### config.mk
export PLATFORM = sky130hd
export DESIGN_NAME = mux_bus_arbiter8
export DESIGN_NICKNAME = d
export VERILOG_FILES = /design/src/rtl/mux_bus_arbiter8_pkg.sv /design/src/rtl/mux_bus_arbiter8_rr_pick8.sv /design/src/rtl/mux_bus_arbiter8.sv
export SDC_FILE = /design/constraint.sdc
export NUM_CORES = 1
export LEC_CHECK = 0
export CELL_PAD_IN_SITES_DETAIL_PLACEMENT = 1
export CELL_PAD_IN_SITES_GLOBAL_PLACEMENT = 2
export CORE_UTILIZATION = 32
export CTS_CLUSTER_SIZE = 28
export DETAILED_ROUTE_END_ITERATION = 16
export PLACE_DENSITY_LB_ADDON = 0.3
export SYNTH_ARGS = -nofsm -noshare
export SYNTH_HDL_FRONTEND = slang
export SYNTH_SLANG_ARGS = --single-unit
### constraint.sdc
create_clock -name clk -period 3.8 [get_ports clk]
set_input_delay 0.76 -clock clk [delete_from_list [all_inputs] [get_ports clk]]
set_output_delay 0.76 -clock clk [all_outputs]
set_load 0.05 [all_outputs]
### src/rtl/mux_bus_arbiter8_pkg.sv
// Shared types and sizes for the 8-way round-robin mux arbiter.
// Arbiter FSM states are exported so checkers can bind to them.
package mux_bus_arbiter8_pkg;

  localparam int N_REQ = 8;
  localparam int SEL_W = 3;

  typedef enum logic {
    ST_IDLE = 1'b0,
    ST_OWN  = 1'b1
  } arb_state_t;

endpackage

### src/rtl/mux_bus_arbiter8_rr_pick8.sv
// Combinational round-robin picker: first set request at or above start, modulo 8.
// The request vector is rotated, priority-encoded from bit 0, then un-rotated.
module rr_pick8
  import mux_bus_arbiter8_pkg::*;
(
  input  logic [N_REQ-1:0] req,
  input  logic [SEL_W-1:0] start,
  output logic             any,
  output logic [SEL_W-1:0] idx
);

  logic [2*N_REQ-1:0] dbl;
  logic [N_REQ-1:0]   rot;
  logic [SEL_W-1:0]   off;

  always_comb begin
    dbl = {req, req};
    rot = dbl[start +: N_REQ];
    any = |req;
    off = '0;
    for (int i = N_REQ - 1; i >= 0; i--) begin
      if (rot[i]) off = SEL_W'(i);
    end
    // 3-bit add wraps naturally, which undoes the rotation modulo 8
    idx = start + off;
  end

endmodule

### src/rtl/mux_bus_arbiter8.sv
// Round-robin arbiter owning the select of a shared 8-to-1 datapath mux.
// Tenure is capped at MAX_HOLD cycles; all outputs are registered.
module mux_bus_arbiter8
  import mux_bus_arbiter8_pkg::*;
#(
  parameter int MAX_HOLD = 16,
  parameter int CNT_W    = 4
) (
  input  logic             clk,
  input  logic             rst_n,
  input  logic [N_REQ-1:0] req,
  output logic [N_REQ-1:0] grant,
  output logic [SEL_W-1:0] CS,
  output logic             sel_valid,
  output logic             owner_done,
  output arb_state_t       dbg_state
);

  // Handshake: req[i] is a level, held by requester i until it is served;
  // grant/CS/sel_valid update one cycle after the sampled req, never combinationally.
  localparam logic [CNT_W-1:0] HOLD_LAST = CNT_W'(MAX_HOLD - 1);

  arb_state_t       state, state_nxt;
  logic [N_REQ-1:0] grant_nxt;
  logic [SEL_W-1:0] cs_nxt, rr_ptr, rr_ptr_nxt, pick_start, pick_idx;
  logic             sel_valid_nxt, owner_done_nxt, pick_any, release_own;
  logic [CNT_W-1:0] hold_cnt, hold_cnt_nxt;

  // While owning, the scan starts just past the owner so it only wins again last
  assign pick_start = (state == ST_OWN) ? SEL_W'(CS + SEL_W'(1)) : rr_ptr;

  rr_pick8 u_pick (
    .req   (req),
    .start (pick_start),
    .any   (pick_any),
    .idx   (pick_idx)
  );

  always_comb begin
    state_nxt      = state;
    grant_nxt      = grant;
    cs_nxt         = CS;
    sel_valid_nxt  = sel_valid;
    owner_done_nxt = 1'b0;
    hold_cnt_nxt   = hold_cnt;
    rr_ptr_nxt     = rr_ptr;
    release_own    = !req[CS] || (hold_cnt == HOLD_LAST);
    case (state)
      ST_IDLE: begin
        if (pick_any) begin
          state_nxt     = ST_OWN;
          grant_nxt     = N_REQ'(1) << pick_idx;
          cs_nxt        = pick_idx;
          sel_valid_nxt = 1'b1;
          hold_cnt_nxt  = '0;
        end
      end
      ST_OWN: begin
        if (release_own) begin
          owner_done_nxt = 1'b1;
          rr_ptr_nxt     = SEL_W'(CS + SEL_W'(1));
          hold_cnt_nxt   = '0;
          if (pick_any) begin
            grant_nxt = N_REQ'(1) << pick_idx;
            cs_nxt    = pick_idx;
          end else begin
            state_nxt     = ST_IDLE;
            grant_nxt     = '0;
            cs_nxt        = '0;
            sel_valid_nxt = 1'b0;
          end
        end else begin
          hold_cnt_nxt = hold_cnt + CNT_W'(1);
        end
      end
      default: state_nxt = ST_IDLE;
    endcase
  end

  always_ff @(posedge clk) begin
    if (!rst_n) begin
      state      <= ST_IDLE;
      grant      <= '0;
      CS         <= '0;
      sel_valid  <= 1'b0;
      owner_done <= 1'b0;
      hold_cnt   <= '0;
      rr_ptr     <= '0;
    end else begin
      state      <= state_nxt;
      grant      <= grant_nxt;
      CS         <= cs_nxt;
      sel_valid  <= sel_valid_nxt;
      owner_done <= owner_done_nxt;
      hold_cnt   <= hold_cnt_nxt;
      rr_ptr     <= rr_ptr_nxt;
    end
  end

  assign dbg_state = state;

endmodule

### Word level (Yosys, flattened, before mapping)

Index checks and enable logic that the tools add are counted.

| operators by class | value |
|---|---|
| add/sub/neg operators | 3 |
| order comparisons | 1 |
| eq/ne operators | 4 |
| shift operators | 2 |
| muxes and demuxes | 30 |
| bitwise gates (word level) | 1 |
| reduce and logical (&&, ||, !) cells | 7 |

Operator list:

| kind | number |
|---|---|
| two-way mux 3 bit | 12 |
| two-way mux 8 bit | 3 |
| one-hot mux 8 bit (2 select lines) | 1 |
| variable part select 16 x 4 -> 8 bit | 1 |
| two-way mux 4 bit | 2 |
| one-hot mux 4 bit (2 select lines) | 1 |
| OR reduction 8 bit | 1 |
| left shift 1 x 3 -> 8 bit, first input constant | 1 |
| two-way mux 1 bit | 7 |
| one-hot mux 3 bit (2 select lines) | 1 |
| AND reduction 2 bit | 3 |
| adder 4 x 1 -> 4 bit, second input constant | 1 |
| == test 4 bit, second input constant | 1 |
| < comparator 3 x 4 -> 1 bit, second input constant | 1 |
| inequality test 2 bit, second input constant | 2 |
| one-hot mux 1 bit (2 select lines) | 2 |
| adder 3 x 1 -> 3 bit, second input constant | 1 |
| adder 3 bit | 1 |
| binary-select mux 1 bit (select 3 bit) | 1 |
| AND reduction 3 bit | 1 |
| inequality test 2 x 1 -> 1 bit, second input constant | 1 |
| zero test 1 bit | 1 |
| logical OR 1 bit | 1 |
| inverter 1 bit | 1 |

| storage, ports and cells | value |
|---|---|
| register bits | 21 |
| output and inout bits | 14 |
| word-level logic and storage cells | 55 |

### Logic depth before layout (Yosys ltp)

| depth | value |
|---|---|
| depth after elaboration | 16 |
| mapped depth | 14 |

### Modules after synthesis

From an unflattened synthesis, not the netlist that was laid out.

| second synthesis, totals | value |
|---|---|
| cells, all modules | 168 |
| area, all modules | 1,541.5 µm² |

By module, submodules not included:

| module | instances | cells an instance | area each (µm²) |
|---|---|---|---|
| mux_bus_arbiter8 | 1 | 118 | 1,022.2 |
| rr_pick8 | 1 | 50 | 519.2 |

### Worst setup path before layout

OpenSTA, ideal clock, no wires.

| timing path | value |
|---|---|
| path type | register to register |
| start point | register CS[0] |
| end point | register grant[4] |
| library setup time | 0.062 ns |
| data arrival time | 3.690 ns |
| required time | 3.738 ns |
| slack | 0.048 ns |
| stages on the path, launching flop included | 15 |
| clock period less this slack | 3.752 ns |
| cell sequence | dfxtp_1 ha_1 xor2_1 a21oi_2 buf_6 a21oi_1 a21o_2 o221ai_1 o211ai_2 nand2b_1 fa_1 xnor2_1 or2_2 mux2i_2 a32o_1 |

| on the way | value |
|---|---|
| longest elaborated chain between the ends | 16 |
| elaborated cells on any way between the ends | 23 |
| those cells by class | add/sub: 2; eq/ne: 1; shift: 2; mux: 15; reduce/logical: 3 |

Ends and longest elaborated chain:

| item | line | text |
|---|---|---|
| from (decl) | mux_bus_arbiter8.sv:13 | `output logic [SEL_W-1:0] CS,` |
| from (signal assigned) | mux_bus_arbiter8.sv:92 | `CS <= cs_nxt;` |
| adder 3 x 1 -> 3 bit | mux_bus_arbiter8.sv:30 | `assign pick_start = (state == ST_OWN) ? SEL_W'(CS + SEL_W'(1)) : rr_ptr;` |
| two-way mux 3 bit | mux_bus_arbiter8.sv:30 |  |
| variable part select 16 x 4 -> 8 bit | mux_bus_arbiter8_rr_pick8.sv:18 | `rot = dbl[start +: N_REQ];` |
| two-way mux 3 bit (8 in series) | mux_bus_arbiter8_rr_pick8.sv:22 | `if (rot[i]) off = SEL_W'(i);` |
| adder 3 bit | mux_bus_arbiter8_rr_pick8.sv:25 | `idx = start + off;` |
| left shift 1 x 3 -> 8 bit | mux_bus_arbiter8.sv:52, mux_bus_arbiter8.sv:64 |  |
| two-way mux 8 bit | mux_bus_arbiter8.sv:63 | `if (pick_any) begin` |
| two-way mux 8 bit | mux_bus_arbiter8.sv:59 | `if (release_own) begin` |
| one-hot mux 8 bit (2 select lines) | mux_bus_arbiter8.sv:48 | `case (state)` |
| to (signal assigned) | mux_bus_arbiter8.sv:91 | `grant <= grant_nxt;` |
| to (decl) | mux_bus_arbiter8.sv:12 | `output logic [N_REQ-1:0] grant,` |

Several ways; a longest one is shown, not always the timed one. The select of a mux whose other input is x is not followed.
A chain may end at the register's enable or synchronous reset.

### Worst setup path after layout

| timing path | value |
|---|---|
| start point | input req[5] |
| end point | register grant[6] |

| on the way | value |
|---|---|
| longest elaborated chain between the ends | 14 |
| elaborated cells on any way between the ends | 23 |
| those cells by class | add/sub: 1; eq/ne: 2; shift: 2; mux: 14; reduce/logical: 4 |

Ends and longest elaborated chain:

| item | line | text |
|---|---|---|
| from (decl) | mux_bus_arbiter8.sv:11 | `input logic [N_REQ-1:0] req,` |
| variable part select 16 x 4 -> 8 bit | mux_bus_arbiter8_rr_pick8.sv:18 |  |
| two-way mux 3 bit (8 in series) | mux_bus_arbiter8_rr_pick8.sv:22 |  |
| adder 3 bit | mux_bus_arbiter8_rr_pick8.sv:25 |  |
| left shift 1 x 3 -> 8 bit | mux_bus_arbiter8.sv:52, mux_bus_arbiter8.sv:64 |  |
| two-way mux 8 bit | mux_bus_arbiter8.sv:63 |  |
| two-way mux 8 bit | mux_bus_arbiter8.sv:59 |  |
| one-hot mux 8 bit (2 select lines) | mux_bus_arbiter8.sv:48 |  |

Several ways; a longest one is shown, not always the timed one. The select of a mux whose other input is x is not followed.

==> flow_summary.yaml <==
status:
  run_status: "finished clean"
power_and_ir_drop:
  ir_worst_vdd_mv: 0.412
  power_density_nw_per_um2: 686
  finalPower_mw: 1.48
  leakagePower_nw: 0.840
critical_path:
  worstSetupStartpointType: "primary input"
  path_class: "primary input to flop"
  cp.required_ns: 4.01
  cp.arrival_ns: 3.79
  end_kind: "flop"
  cp_max_fo: 5
logic_synthesis:
  async_flop_share: 0
  synth_top_cell_by_area: "dfxtp_1"
  synth.most_common_cell: "dfxtp_1"
  synth_cell_types: 54
  synth-seq-cells: 21
  synth_commonest_cells: "21 x dfxtp_1, 19 x a211oi_1, 14 x nand2_1"
  synth_top_area_frac: 0.260
  synth_nets: 201
  syn_area_um2: 1620
  ys_seq_area_frac: 0.260
  synthCells: 187
  ys.flop_type: "dfxtp_1"
  synth-edff-count: 0
  synth_warnings: 0
  synth_area_per_cell_um2: 8.64
  synth_area_leaders: "dfxtp_1 26%, a211oi_1 8.8%, a21oi_1 3.7%, o21ai_0 3.4%, nand2_1 3.3%"
detailed_routing:
  ant_nets: 0
  dr.pass1.iters: 4
  wirelength_um: 4910
  vias: 1657
  drt_iter0_markers: 137
  drc: 0
  routed_via_density: 5.52
  post_drt_wl_per_cell_um: 16.4
cells_and_area:
  n_fill_cell: 579
  fin_nets: 248
  final_core_util: 0.452
  num_antenna_cells: 0
  drive_gt1_frac: 0.245
  syn_to_final_growth_pct: 33.7
placed_design:
  globalplace.congestion: 0.860
  place_hpwl_um: 3880
  numPortBuffers: 23
timing:
  rsz0062_at_grt: "false"
  fin_hold_ws_ns: 0.463
  period_share: 0.943
  tightest_slew_ns: 0.506
  hold_viol_final: 0
  setup_viol: 0
  clock_skew_ns: 0.00575
  fin_crit_ns: 3.58
  drv_slew: 0
  slew_headroom: 0.662
  tns_ns: 0
  max_freq_ghz: 0.279
global_route:
  grt_util_all_layers: 0.205
  grt_pass1_vias: 1727
  grt.overflow.total: 0
  antenna_found_initial: 0
  grt_pass1_wl_um: 8500
  grt_max_degree: 18
cts:
  clock_latency_ns: 0.26
  cts.clk_slew.worst_paths_ns: 0.08
  root_buffer: "clkbuf_8"
  cts_setup_buffers: 0
  cts_sinks: 21
  cts_buffer_depth: 2
  cts_buffers: 3
  h-tree-depth: 1
  cts_tree: "yes"
  ctsHoldBuffers: 0
floorplan:
  coreArea_um2: 4790
  die_area_um2: 5340
  die_h_um: 73.1
  start_util: 0.338
  io_pins: 24
  die_x_um: 73.1
  rows: 25
worst_hold_path:
  min_path_type: "flop to flop"
job:
  maxCapViolCount: 0
registers in the layout (all words and copies together) (netlist names):
name and count:
CS 3, dbg_state 1, grant 8, hold_cnt 4
owner_done 1, rr_ptr 3, sel_valid 1
stage by stage:
stage | instance area, um2 | setup WS, ns | std cells
2_1_floorplan | 1620 | 0.0480 | 187
3_3_place_gp | 2060 | -0.00648 | 296
3_5_place_dp | 2060 | -0.139 | 296
4_1_cts | 2110 | 0.0119 | 300
5_1_grt | 2160 | 0.0754 | 300
6_report | 2160 | 0.215 | 300
layout make-up:
cell class | instances | area, um2 | area share
Sequential cell | 21 | 420 | 0.195
Timing Repair Buffer | 51 | 440 | 0.204
Clock buffer | 3 | 41.3 | 0.0191
Inverter | 11 | 41.3 | 0.0191
Tap cell | 67 | 83.8 | 0.0388
Multi-Input combinational cell | 146 | 1130 | 0.522
Clock inverter | 1 | 5.00 | 0.00232
power breakdown:
part | internal [mW] | switching (mW)
registers | 0.273 | 0.0373
clock network | 0.0731 | 0.0726
logic | 0.420 | 0.607
total | 0.766 | 0.717
worst max-delay path, cell delays in order:
cell and delay, ns:
clkdlybuf4s50_1 0.42, inv_1 0.11, a211oi_1 0.08, a211oi_1 0.43, o21ai_0 0.15, o32ai_1 0.20
o211ai_2 0.15, nand2b_1 0.18, fa_1 0.38, xnor2_1 0.19, or2_2 0.32, mux2i_4 0.21
a32o_1 0.21
worst paths after layout:
check	cells past startpoint	endpoint	from	slack (ns)
min	2	grant[2]	grant[2]	0.46
max	13	grant[6]	req[5]	0.22
min reg2reg	2	grant[2]	grant[2]	0.46
max reg2reg	13	grant[6]	CS[0]	0.28
timing repair:
action	4_1_cts	5_1_grt
endpoints found under the hold margin	0	0
gates resized for setup	0	9
endpoints found under the setup margin	0	10
cells by family (layout without fill, tap and decap cells):
kind of cell	count (synthesis)	after routing	synth area share
adders and majority gates	4	4	0.0356
muxes	8	8	0.0681
and+or+nand+nor	49	49	0.161
xor gates and xnor gates	6	6	0.0325
AOI/OAI and AO/OA	79	79	0.369
buffers and inverters	20	66	0.0735
DFF	21	21	0.260
layout by cell type (no fill, tap or decap), drive strengths merged, types with 5 or more instances in the layout:
| cell | synthesis | final |
|---|---|---|
| buf | 4 | 28 |
| mux2i | 5 | 5 |
| dfxtp | 21 | 21 |
| clkdlybuf4s50 | 0 | 23 |
| o211ai | 5 | 5 |
| nor2 | 7 | 7 |
| a21oi | 13 | 13 |
| nor2b | 6 | 6 |
| nand2 | 14 | 14 |
| inv | 11 | 11 |
| xnor2 | 5 | 5 |
| o21ai | 11 | 11 |
| a211oi | 20 | 20 |
| nor3 | 6 | 6 |
metal layers:
metal  GRT usage  part of all wire  vias up
met5           0                 0        -
met4      0.0828             0.018        0
met2       0.351              0.51       21
met1       0.267              0.46      817
li1            -                 -      811
met3      0.0152             0.015        8
Note: power is estimated with default switching activity, not from simulation.
